### src/rtl/closest_hit_reduce.sv
// Closest-hit reduction: folds a packet of per-primitive hit results into the nearest
// valid hit (T > T_EPS). It also keeps a saturating beat count and holds the result until consumed.
module closest_hit_reduce #(
  parameter int                 COUNT_W = 8,
  parameter logic signed [31:0] T_EPS   = 32'sd0,
  localparam int                HIT_W   = 123
) (
  input  logic               clk,
  input  logic               resetn,
  input  logic               in_valid,
  output logic               in_ready,
  input  logic [HIT_W-1:0]   in_hit,
  input  logic               in_last,
  output logic               out_valid,
  input  logic               out_ready,
  output logic [HIT_W-1:0]   out_hit,
  output logic [COUNT_W-1:0] out_count,
  output logic               busy
);

  // HitData layout carried on in_hit / out_hit; T is signed 16.16 fixed point.
  typedef struct packed {
    logic        bHit;
    logic [31:0] T;
    logic [15:0] PI;
    logic [23:0] color;
    logic [47:0] normal;
    logic [1:0]  surf_type;
  } HitData;

  localparam logic [1:0] IDLE  = 2'd0;
  localparam logic [1:0] ACCUM = 2'd1;
  localparam logic [1:0] DONE  = 2'd2;

  localparam logic [COUNT_W-1:0] COUNT_MAX = {COUNT_W{1'b1}};

  logic [1:0]         state;
  HitData             best;
  HitData             in_h;
  logic [COUNT_W-1:0] count;
  logic               accept;
  logic               is_first;
  logic               candidate;
  logic               prior_hit;
  logic               replace;
  logic [COUNT_W-1:0] count_next;

  assign in_h = in_hit;

  // The first beat of a packet compares against an empty best, so nothing leaks between packets.
  always_comb begin
    in_ready   = (state != DONE);
    accept     = in_valid && in_ready;
    is_first   = (state == IDLE);
    candidate  = in_h.bHit && ($signed(in_h.T) > T_EPS);
    prior_hit  = is_first ? 1'b0 : best.bHit;
    replace    = candidate && (!prior_hit || ($signed(in_h.T) < $signed(best.T)));
    count_next = count;
    if (is_first) begin
      count_next = COUNT_W'(1);
    end else if (count != COUNT_MAX) begin
      count_next = count + COUNT_W'(1);
    end
  end

  always_ff @(posedge clk or negedge resetn) begin
    if (!resetn) begin
      state <= IDLE;
      best  <= '0;
      count <= '0;
    end else begin
      case (state)
        IDLE, ACCUM: begin
          if (accept) begin
            if (replace) begin
              best <= in_h;
            end else if (is_first) begin
              best.bHit <= 1'b0;
            end
            count <= count_next;
            state <= in_last ? DONE : ACCUM;
          end
        end
        DONE: begin
          if (out_ready) begin
            state     <= IDLE;
            best.bHit <= 1'b0;
            count     <= '0;
          end
        end
        default: state <= IDLE;
      endcase
    end
  end

  assign out_valid = (state == DONE);
  assign busy      = (state != IDLE);
  assign out_hit   = best;
  assign out_count = count;

endmodule

### config.mk
export PLATFORM = sky130hd
export DESIGN_NAME = closest_hit_reduce
export DESIGN_NICKNAME = d
export VERILOG_FILES = /design/src/rtl/closest_hit_reduce.sv
export SDC_FILE = /design/constraint.sdc
export NUM_CORES = 1
export LEC_CHECK = 0
export CORE_MARGIN = 2
export CORE_UTILIZATION = 38
export DETAILED_ROUTE_END_ITERATION = 16
export PLACE_DENSITY = 0.77
export SYNTH_ARGS = -nofsm -noshare
export SYNTH_HDL_FRONTEND = slang
export SYNTH_SLANG_ARGS = --single-unit
### constraint.sdc
create_clock -name clk -period 2.8 [get_ports clk]
set_input_delay 0.7 -clock clk [delete_from_list [all_inputs] [get_ports clk]]
set_output_delay 0.7 -clock clk [all_outputs]
set_load 0.05 [all_outputs]
==> summary.md, run 1 <==
| Metric | Value |
|---|---|
| Status | finished with violations |
| Violated checks | negative setup slack |
| Post-DP Area | 9270 um^2 |
| Worst slack, placed | -0.893 ns |
| CP Data Arrival Time | 3.23 ns |
| Critical path launch point | in_hit[110] |
| Combinational family with the most area after synthesis | multiplexers |
| Post-Synthesis Mean Instance Area | 13.4 um^2 |
| Post-synthesis sequential area ratio | 55.9% |
| N_diodes | 0 |
| Row cnt | 45 |
| Syn nets | 604 |
| Simple-gate share of the synthesized area | 5.00% |
| Least-Margin Pin Slew | 0.619 ns |
| Clock Skew | 0.00888 ns |
| Unrepaired setup endpoints after global routing | yes |
| Initial DRC count | 194 |
| Slew Limit Fails | 0 |
| Initial antenna violation count | 0 |
| TNS Setup | -8.39 ns |
| Cell area after layout | 10900 um^2 |
| Hold_ws | 0.274 ns |
| Post-synthesis adder-cell area fraction | 6.73% |
| Clk_lat worst skew | 0.42 ns |
| Max Root-Sink Buffers | 2 |
| Total track usage | 22.7% |
| R2r setup slk | -0.11 ns |
| Initial Util | 39.0% |
| WP data required | 3.10 ns |
| Die height | 129 um |
| Routed len/inst | 19.5 um |
| Max transition margin | 58.6% |
| First-pass GRT wire length | 29100 um |
| GR Overflow Total | 0 |
| Vias per cell | 4.97 |
| Post-Synth XOR/XNOR Area | 0.147% |
| CTS Buf Count | 17 |
| Post-synthesis mux area share | 23.4% |
| Worst Hold Class | input pin to asynchronous set/reset pin |
| Final setup vio count | 121 |
| Flops & latches, synth | 133 |
| Num ports | 262 |
| Post-synthesis instance total | 444 |
| DRC errors left | 0 |
| Layout cells sized above 1 | 37.6% |
| Achievable Freq | 0.342 GHz |
| Worst setup margin | -0.124 ns |
| Final Hold Fails | 0 |
| Detailed-route via count | 5002 |
| CTS tree | done |
| Filler cells | 986 |
| Max_cap viols | 0 |
| Port bufs | 261 |
| Power per cell area | 1050 nW/um^2 |
| Period utilization | 104% |
| Root Buffer Master | clkbuf_16 |
| Detailed Place HPWL | 12700 um |
| Final ANT Viol Nets | 0 |
| Leakage | 5.10 nW |
| Vias in the first global route | 5548 |
| Area growth syn-to-layout | 83.7% |
| CTS HTree Levels | 4 |
| Origin of the critical flop-to-flop path | out_hit[115]$_DFFE_PN0P_ |
| Layout net count | 943 |
| Compound-cell area share of the yosys netlist | 5.02% |
| GPL Wtd Cong | 0.856 |
| VDD IR max | 0.726 mV |
| Die extent in x | 129 um |
| DRT Wirelength | 19700 um |
| Fin crit period | 2.92 ns |
| CP Max Fanout | 8 |
| Core Box Area | 15300 um^2 |
| Die area | 16700 um^2 |
| Number of iterations in the first detailed-routing pass | 5 |
| CP endpoint kind | flop |
| Sink Count | 133 |
| Synth warn | 0 |
| Netlist Area Pre-Place | 5950 um^2 |
| Critical path launch point type | input pin |
| Hold-fix buffers, CTS | 0 |
| Clock Pin Slew Worst Setup and Hold Paths | 0.06 ns |
| Total power | 0.0114 W |
| Critical path class | input pin to flop |
| Largest net degree at the start of global routing | 63 |
| Yosys cell types | 38 |
[worst max-delay path, stage by stage]
cell	delay [ns]
dlygate4sd2_1	0.27
ha_1	0.30
nand4_1	0.13
buf_4	0.17
nor3_4	0.16
o2bb2ai_4	0.16
nor4_4	0.07
buf_4	0.14
a211oi_4	0.28
buf_6	0.15
buf_12	0.13
buf_12	0.12
buf_16	0.13
mux2_4	0.30
[per-stage QoR]
stage | instances | utilization [%]
2_1_floorplan | 444 | -
3_3_place_gp | 944 | 60.7
3_5_place_dp | 944 | 60.7
4_1_cts | 995 | 69.5
5_1_grt | 1007 | 71.6
6_report | 1007 | 71.6
[flip-flops by register name (all words and copies together) (netlist names)]
signal	flops
out_count	8
out_hit	123
state	2
[cells in the mapped netlist]
master | instances | share of area, %
dfrtp_1 | 133 | 56
mux2_1 | 79 | 15
mux2_2 | 43 | 8.1
inv_1 | 37 | 2.3
ha_1 | 32 | 6.7
a21oi_1 | 18 | 1.5
nand2_1 | 14 | 0.88
o21ai_0 | 12 | 1.0
nor4_1 | 10 | 1.1
nand4_1 | 9 | 0.95
buf_4 | 8 | 1.0
buf_2 | 5 | 0.42
nand3_1 | 4 | 0.34
nor2_1 | 4 | 0.25
nor3_1 | 4 | 0.34
o21a_1 | 3 | 0.38
a22o_1 | 2 | 0.29
and2_1 | 2 | 0.21
mux2i_1 | 2 | 0.34
nand2b_1 | 2 | 0.21
o211ai_1 | 2 | 0.25
o31ai_1 | 2 | 0.25
or2_2 | 2 | 0.21
a2111oi_0 | 1 | 0.15
a211o_1 | 1 | 0.15
a211oi_2 | 1 | 0.21
a21o_1 | 1 | 0.13
a22oi_1 | 1 | 0.13
a41oi_1 | 1 | 0.15
and3_1 | 1 | 0.11
nor2b_1 | 1 | 0.11
nor3b_1 | 1 | 0.13
o21ba_2 | 1 | 0.17
o22ai_1 | 1 | 0.11
o2bb2ai_1 | 1 | 0.15
or3_1 | 1 | 0.11
or4_1 | 1 | 0.13
xor2_1 | 1 | 0.15
[layout by cell type, fill, tap and decap left out, types with 3 or more instances in the layout]
master             n
clkdlybuf4s50_1  228
dfrtp_1          124
mux2_4           110
buf_4             52
inv_1             29
clkbuf_16         21
ha_4              20
a21oi_1           16
nand2_1           14
ha_1              12
o21ai_0           10
clkbuf_2          10
buf_2             10
nand4_1            9
dlygate4sd2_1      9
dfrtp_2            9
buf_12             9
inv_2              8
mux2_1             7
nor4_2             6
buf_16             6
mux2_2             5
nor2_1             4
nand3_1            4
bufinv_16          4
clkinv_4           4
nor3_1             3
o21a_1             3
nor4_1             3
clkinvlp_4         3
[logic make-up (layout without fill, tap and decap cells)]
| group | Yosys count | count (layout) |
|---|---|---|
| simple gates | 56 | 56 |
| buf+inv | 50 | 402 |
| flops | 133 | 133 |
| mux | 124 | 124 |
| xor+xnor | 1 | 1 |
| compound gates | 48 | 48 |
| fa+ha+maj | 32 | 32 |
[final cells by class]
class                   instances  area (um^2)  area share (%)
inverters                      37          139            1.27
repair buffers                333         3350            30.7
clock buffers                  17          425            3.89
multi-input cells             261         3200            29.3
well taps                     211          264            2.42
flip-flops and latches        133         3340            30.5
clock inverters                15          205            1.88
[metal layers]
layer  vias up  routed length (um)  part of all wire [%]  track usage [%]
met1      2495                7830                    40             26.0
met3        38                1500                   7.6             8.18
li1       2268                   -                     -                -
met2       201                9840                    50             38.4
met5         -                   0                     0                0
met4         0                 513                   2.6             10.2
[where the power goes]
part	internal, W	switching, W	total (W)
Sequential	0.00258	0.000452	0.00303
Combinational	0.00254	0.00349	0.00603
Clock	0.00150	0.000884	0.00238
[worst paths after layout]
check | endpoint | cells after the start
worst max-delay path | out_hit[84]$_DFFE_PN0P_ | 14
worst min-delay path | out_hit[115]$_DFFE_PN0P_ | 1
worst max register to register | out_hit[84]$_DFFE_PN0P_ | 14
worst min register to register | out_hit[57]$_DFFE_PN0P_ | 1
max in group asynchronous | out_hit[43]$_DFFE_PN0P_ | 2
min in group clk | out_hit[57]$_DFFE_PN0P_ | 1
[timing repair]
action / in CTS / in global routing
pin swaps: 32 / 24
gates cloned: 5 / 4
endpoints found under the setup margin: 122 / 122
gates resized for setup: 172 / 71
buffers inserted: 14 / 9
Power figures use the tool's default switching activity.
==> run 2: changes to the inputs <==
Settings changed: CAP_MARGIN from default to 25.
==> results of run 2 <==
Final layout, timing and power as in run 1 (identical DEF).
